## src/rtl/fetch_pc_unit_pkg.sv

```systemverilog
// Shared fetch-stage constants for the 5-stage MIPS pipeline.
//   RESET_VEC / EXC_VEC : reset and exception entry addresses
//   IMEM_LO / IMEM_HI   : legal fetch window (inclusive)
//   PC_STEP             : sequential fetch increment in bytes
//   pc_sel_e            : next-PC source, in priority order
package fetch_pc_unit_pkg;

  localparam logic [31:0] MIPS_RESET_VEC = 32'h0000_3000;
  localparam logic [31:0] MIPS_EXC_VEC   = 32'h0000_4180;
  localparam logic [31:0] MIPS_IMEM_LO   = 32'h0000_3000;
  localparam logic [31:0] MIPS_IMEM_HI   = 32'h0000_6FFC;
  localparam logic [31:0] MIPS_PC_STEP   = 32'd4;

  typedef enum logic [2:0] {
    SEL_EXC,     // exception vector
    SEL_ERET,    // return to EPC
    SEL_REDIR,   // live branch/jump redirect
    SEL_PEND,    // buffered redirect released
    SEL_SEQ,     // pc + PC_STEP
    SEL_BUFFER,  // stalled redirect captured, pc holds
    SEL_HOLD     // stalled, nothing changes
  } pc_sel_e;

endpackage

```

## src/rtl/fetch_pc_unit.sv

```systemverilog
// Fetch-stage program counter.
// Selects the next fetch address from exception vector, ERET return, branch
// redirect, a redirect buffered during a stall, or sequential +PC_STEP.
// Ports:
//   clk, reset      rising-edge clock, synchronous active-high reset
//   pc_en           advance PC (0 = stall from hazard unit)
//   redir_valid     branch/jump taken, redir_target valid
//   redir_target    redirect target
//   exc_req         exception taken, overrides stall
//   eret_req        ERET executed, overrides stall
//   epc_i           ERET return address
//   pc_o            current fetch PC (registered)
//   adel_o          fetch address error for pc_o (combinational from pc_o)
//   redir_pend_o    a buffered redirect is waiting (registered)
//   fetch_cnt_o     number of PC updates since reset (registered, wraps)
module fetch_pc_unit
  import fetch_pc_unit_pkg::*;
#(
  parameter int unsigned       ADDR_W    = 32,
  parameter logic [ADDR_W-1:0] RESET_VEC = MIPS_RESET_VEC[ADDR_W-1:0],
  parameter logic [ADDR_W-1:0] EXC_VEC   = MIPS_EXC_VEC[ADDR_W-1:0],
  parameter logic [ADDR_W-1:0] PC_STEP   = MIPS_PC_STEP[ADDR_W-1:0],
  parameter logic [ADDR_W-1:0] IMEM_LO   = MIPS_IMEM_LO[ADDR_W-1:0],
  parameter logic [ADDR_W-1:0] IMEM_HI   = MIPS_IMEM_HI[ADDR_W-1:0],
  parameter int unsigned       CNT_W     = 16
) (
  input  logic              clk,
  input  logic              reset,
  input  logic              pc_en,
  input  logic              redir_valid,
  input  logic [ADDR_W-1:0] redir_target,
  input  logic              exc_req,
  input  logic              eret_req,
  input  logic [ADDR_W-1:0] epc_i,
  output logic [ADDR_W-1:0] pc_o,
  output logic              adel_o,
  output logic              redir_pend_o,
  output logic [CNT_W-1:0]  fetch_cnt_o
);

  logic [ADDR_W-1:0] pc_q, pc_d;
  logic              pend_q, pend_d;
  logic [ADDR_W-1:0] pend_tgt_q, pend_tgt_d;
  logic [CNT_W-1:0]  cnt_q;
  logic              pc_update;
  pc_sel_e           sel;

  // Priority select: exc > eret > live redirect > buffered redirect > +STEP.
  always_comb begin
    if (exc_req)                    sel = SEL_EXC;
    else if (eret_req)              sel = SEL_ERET;
    else if (pc_en && redir_valid)  sel = SEL_REDIR;
    else if (pc_en && pend_q)       sel = SEL_PEND;
    else if (pc_en)                 sel = SEL_SEQ;
    else if (redir_valid)           sel = SEL_BUFFER;
    else                            sel = SEL_HOLD;
  end

  always_comb begin
    pc_d       = pc_q;
    pend_d     = pend_q;
    pend_tgt_d = pend_tgt_q;
    pc_update  = 1'b0;
    unique case (sel)
      SEL_EXC: begin
        pc_d      = EXC_VEC;
        pend_d    = 1'b0;
        pc_update = 1'b1;
      end
      SEL_ERET: begin
        pc_d      = epc_i;
        pend_d    = 1'b0;
        pc_update = 1'b1;
      end
      SEL_REDIR: begin
        pc_d      = redir_target;
        pend_d    = 1'b0;
        pc_update = 1'b1;
      end
      SEL_PEND: begin
        pc_d      = pend_tgt_q;
        pend_d    = 1'b0;
        pc_update = 1'b1;
      end
      SEL_SEQ: begin
        pc_d      = pc_q + PC_STEP;
        pc_update = 1'b1;
      end
      SEL_BUFFER: begin
        // Latest redirect seen during a stall wins.
        pend_d     = 1'b1;
        pend_tgt_d = redir_target;
      end
      default: ;
    endcase
  end

  always_ff @(posedge clk) begin
    if (reset) begin
      pc_q       <= RESET_VEC;
      pend_q     <= 1'b0;
      pend_tgt_q <= '0;
      cnt_q      <= '0;
    end else begin
      pc_q       <= pc_d;
      pend_q     <= pend_d;
      pend_tgt_q <= pend_tgt_d;
      if (pc_update) cnt_q <= cnt_q + 1'b1;
    end
  end

  assign pc_o         = pc_q;
  assign redir_pend_o = pend_q;
  assign fetch_cnt_o  = cnt_q;
  assign adel_o       = (pc_q[1:0] != 2'b00) || (pc_q < IMEM_LO) || (pc_q > IMEM_HI);

endmodule

```

## config.mk

```make
export PLATFORM = sky130hd
export DESIGN_NAME = fetch_pc_unit
export DESIGN_NICKNAME = d
export VERILOG_FILES = /design/src/rtl/fetch_pc_unit_pkg.sv /design/src/rtl/fetch_pc_unit.sv
export SDC_FILE = /design/constraint.sdc
export NUM_CORES = 1
export LEC_CHECK = 0
export BUFFER_PORTS_ARGS = -buffer_cell sky130_fd_sc_hd__clkbuf_2
export CAP_MARGIN = 20
export CORE_MARGIN = 2
export CORE_UTILIZATION = 53
export DETAILED_ROUTE_END_ITERATION = 7
export PLACE_DENSITY_LB_ADDON = 0.3
export SYNTH_ARGS = -nofsm -noshare
export SYNTH_HDL_FRONTEND = slang
export SYNTH_SLANG_ARGS = --single-unit
```

## constraint.sdc

```tcl
create_clock -name clk -period 2.8 [get_ports clk]
set_input_delay 0.42 -clock clk [delete_from_list [all_inputs] [get_ports clk]]
set_output_delay 0.42 -clock clk [all_outputs]
set_load 0.005 [all_outputs]
```

Word level (Yosys, flattened, before mapping)
Index checks and enable logic that the tools add are counted.
- output and inout bits: 50
- flip-flop bits (word level): 81
- word-level logic and storage cells: 32
- bits of input ports: 70
- order comparisons: 2
- add/subtract/negate cells: 2
- reduce and logical (&&, ||, !) cells: 10
- mux-type cells: 9
- equality and inequality tests: 5
- operators by type and width (cell ; number):
    32-bit one-hot mux with 5 select lines ; 1
    32-bit by 3-bit adder with 32-bit output (second input constant) ; 1
    32-bit by 15-bit greater-than comparator with 1-bit output (second input constant) ; 1
    32-bit by 14-bit less-than comparator with 1-bit output (second input constant) ; 1
    16-bit by 1-bit adder with 16-bit output (second input constant) ; 1
    3-bit 2-to-1 mux ; 4
    3-bit by 2-bit equality test with 1-bit output (second input constant) ; 2
    3-bit equality test (second input constant) ; 2
    5-bit nonzero test ; 1
    5-bit OR reduction ; 1
    2-bit 2-to-1 mux ; 2
    2-bit nonzero test ; 2
    4-bit OR reduction ; 1
    3-bit by 1-bit equality test with 1-bit output (second input constant) ; 1
    3-bit logical NOT ; 1
    1-bit logical AND ; 2
    1-bit logical OR ; 2
    1-bit one-hot mux with 2 select lines ; 1
    1-bit 2-to-1 mux ; 1

Depth between registers and ports, before layout
- depth in word-level cells: 9
- gate-level depth with buffers: 8

Least setup slack after synthesis
No wires, ideal clock.
- path kind: in2reg
- from: input eret_req
- to: register pc_q[26], in the netlist pc_o[26]
- cell stages on the path: 8
- slack: 0.379 ns
- buffers on the path: 4
- setup time: 0.079 ns
- arrival: 2.342 ns
- cells stage by stage: buf_2 -> or4b_4 -> buf_6 -> or3_1 -> buf_6 -> buf_6 -> or4_1 -> o211ai_1
- word-level cells in the longest chain between the ends: 4
- ends and longest elaborated chain (what ; RTL line ; source):
    start, declared ; fetch_pc_unit.sv:33 ; input logic eret_req,
    3-bit 2-to-1 mux * ; fetch_pc_unit.sv:51 ; else if (eret_req) sel = SEL_ERET;
    3-bit 2-to-1 mux * ; fetch_pc_unit.sv:50 ; if (exc_req) sel = SEL_EXC;
    3-bit equality test, or another cell as far along ; fetch_pc_unit.sv:64 ; unique case (sel)
    32-bit one-hot mux with 5 select lines / 5-bit nonzero test (equally long branches) ; - ;
    end signal, assigned ; fetch_pc_unit.sv:105 ; pc_q <= pc_d;
    end, declared ; fetch_pc_unit.sv:41 ; logic [ADDR_W-1:0] pc_q, pc_d;
Mark *: on every way between the ends. The rest lies on a longest branch, timed or not.
A chain may end at the register's enable or synchronous reset.

Worst setup path in the final report
- from: register pc_q[18], in the netlist pc_o[18]
- to: register pc_q[28], in the netlist pc_o[28]
- word-level cells in the longest chain between the ends: 2
- ends and longest elaborated chain (what ; RTL line ; source):
    32-bit by 3-bit adder with 32-bit output ; fetch_pc_unit.sv:86 ; pc_d = pc_q + PC_STEP;
    32-bit one-hot mux with 5 select lines ; fetch_pc_unit.sv:64 ;
Every way passes these cells.

==> flow_summary.ini <==
[run_status]
status = finished, final reports clean

[finish]
stdcell_count = 769
area_delta_synth_final_pct = 19.9
register_area_sq_um = 1620
multiInputGateArea_sq_um = 2590
drive_gt1_share_pct = 25.0
n_antenna_cell = 0
nNetsFinal = 731
fillers = 739

[timing]
min_period_ps = 2300
fmax_ghz = 0.436
post-route-period-util_pct = 82.0
finClkSkew_ps = 9.96
hold_viol = 0
finalSetupTns_ps = 0
slew_violations = 0
rsz0062_at_grt = no
fin_ws_ps = 505
tightest_slew_ps = 694
finalSetupViolations = 0
relSlewSlack_pct = 53.7

[route]
num_vias = 4997
via_per_inst = 6.50
drc = 0
wl_per_cell_microns = 19.0
initialDrtViolationCount = 490
wl_mm = 14.6
antenna_left = 0
drtPass1Iterations = 5

[critical_path]
r2r_end = pc_o[28]$_SDFFE_PP0P_
crit_arrival_ps = 2580
path_max_fanout = 10
path_class = reg -> reg
r2r_slack_ps = 500
reg2reg_depth = 4
r2r-start = pc_o[18]$_SDFFE_PP0P_
endpoint_kind = flop
critPathLaunchType = flop
cp_data_required_time_ps = 3090

[grt]
grt_pass1_vias = 4600
gr-usage-all-layers_pct = 32.8
grt_pass1_wl_mm = 23.4
gr-total-overflow = 0
antenna_found_initial = 0
grt_max_degree = 54

[synthesis]
synth_edf_count = 0
synth_fa_ha_area_share_pct = 0.564
synth-simple-area-share_pct = 29.1
synthDistinctLibCells = 50
ys_seq_elements = 81
synthTopCellsByArea = dfxtp_1 (37%), nand2_1 (8.9%), a21oi_1 (7.7%)
ys_async_sr_fraction_pct = 0
synth_top_family_by_area = simple AND/OR/NAND/NOR gates
synth_area_per_cell_sq_um = 7.83
syn_inst = 566
yosys_warnings = 0
synth_compound_area_share_pct = 24.5
synth_top_area_share_pct = 36.6
syn_nets = 638
synth_xor_area_share_pct = 3.56
synthMuxAreaShare_pct = 0.254
synthFlopType = dfxtp_1
synth.cell_area_sq_um = 4430
yosysTopAreaCell = dfxtp_1
yosysSeqAreaShare_pct = 36.6

[clock_tree]
cts_sinks = 81
post_cts_buffers = 0
clkTransAtPathRegs_ps = 90
clk_latency_ps = 360
cts_hold_buf = 0
cts_tree = done
cts_resized = 0
cts_buffers = 9
cts.htree.levels = 3
clock_path_buffers = 2
clockRootBuffer = clkbuf_8

[hold_path]
holdPathEnd = pend_tgt_q[0]$_SDFFE_PP0P_
hp-class = in -> reg
min_path_cells = 3
hold_start = redir_target[0]

[pwr]
ir_worst_vdd_v = 0.000364
powerDensity_nw_per_um2 = 489
leakage_nw = 1.95

[flow_run]
drv_cap = 0

[placement]
dp_slack_ps = 268
dp_cells = 753
portBuffers = 119
gp_congestion = 0.926
dp_hpwl_mm = 10.1

[floorplan]
die_h_microns = 95.5
die_area_sq_um = 9110
io_pins = 120
initial_core_util_pct = 54.2
std_cell_rows = 33
die_w_microns = 95.5
core_area_sq_um = 8180
==> synth_stat cells, types with 2 or more instances <==
library cell    n
o22ai_1         6
buf_6           4
clkbuf_1       44
a221o_1         2
nand3_1        14
nor2_1         18
a31o_2          2
a21boi_0        4
a21oi_1        68
a222oi_1        7
a221oi_1       21
nor2b_1         2
and3_1          3
o311ai_0        2
a31oi_1         4
ha_1            2
dfxtp_1        81
or4_1          18
nor3b_1         2
buf_1           2
nand4_1        20
nor4_1         11
and4_1          5
and2_1          5
or3_1           6
nand4b_1        9
a22oi_1         2
xor2_1         10
o211ai_1       27
or3b_2         10
xnor2_1         8
or4b_2          2
o21ai_0        13
nand2_1       105
nor3_1          8
inv_1           5
==> routing by layer <==
metal / vias to the layer above / global-route usage [%] / wire length [microns]
met4: 0 / 11.5 / 310
met3: 27 / 6.96 / 1590
met1: 2346 / 45.3 / 6080
met5: - / 0 / 0
met2: 301 / 50.8 / 6660
li1: 2323 / - / -
==> power breakdown <==
group	internal [mW]	switching, mW
clock network	0.597	0.447
logic	0.133	0.174
registers	1.19	0.0596
==> per-stage QoR <==
step	hold slack (ps)	power [mW]	util (%)	cell area, sq um
2_1_floorplan	434	1.42	-	4430
3_3_place_gp	441	1.57	62.1	5080
3_5_place_dp	447	1.57	62.1	5080
4_1_cts	276	2.60	65.1	5320
5_1_grt	283	2.70	65.1	5320
6_report	282	2.60	65.1	5320
==> worst max-delay path: stages, from the launching register on <==
cell and delay, ps:
dfxtp_1 500, nand3_1 210, or4_1 730, or4b_2 700, o211ai_1 100
==> final cells by class <==
cell class,instances,area share (%)
timing repair buffer,133,13.4
inverter,5,0.353
tap,105,2.47
sequential,81,30.5
clock inverter,6,2.16
clock buffer,10,2.40
multi-input combinational,429,48.7
==> flip-flops by register name, indices dropped and copies added, names as in the netlist <==
name          cells
fetch_cnt_o      16
pc_o             32
pend_tgt_q       32
redir_pend_o      1
==> logic make-up after synthesis <==
group,after synthesis
simple gates,243
buf+inv,56
mux,1
flops,81
compound gates,165
fa+ha+maj,2
xor+xnor,18
==> worst max path at each step <==
stage	startpoint	to	depth (start not counted)	slack (ps)
after floorplan	eret_req	pc_o[26]$_SDFFE_PP0P_	8	380
after global placement	redir_valid	pc_o[21]$_SDFFE_PP0P_	5	330
after detailed placement	redir_valid	pc_o[22]$_SDFFE_PP0P_	5	270
after CTS	pc_o[18]$_SDFFE_PP0P_	pc_o[28]$_SDFFE_PP0P_	4	530
after global routing	pc_o[18]$_SDFFE_PP0P_	pc_o[28]$_SDFFE_PP0P_	4	440
final	pc_o[18]$_SDFFE_PP0P_	pc_o[28]$_SDFFE_PP0P_	4	500
==> placed cells by master, fill, tap and decap left out, types with 11 or more instances in the layout <==
master | netlist | final
a21oi_1 | 68 | 68
a221oi_1 | 21 | 21
buf_4 | 0 | 13
clkbuf_2 | 0 | 119
dfxtp_1 | 81 | 81
nand2_1 | 105 | 105
nand3_1 | 14 | 14
nand4_1 | 20 | 20
nor2_1 | 18 | 18
nor4_1 | 11 | 11
o211ai_1 | 27 | 27
o21ai_0 | 13 | 13
or4_1 | 18 | 18
Power figures use the tool's default switching activity.
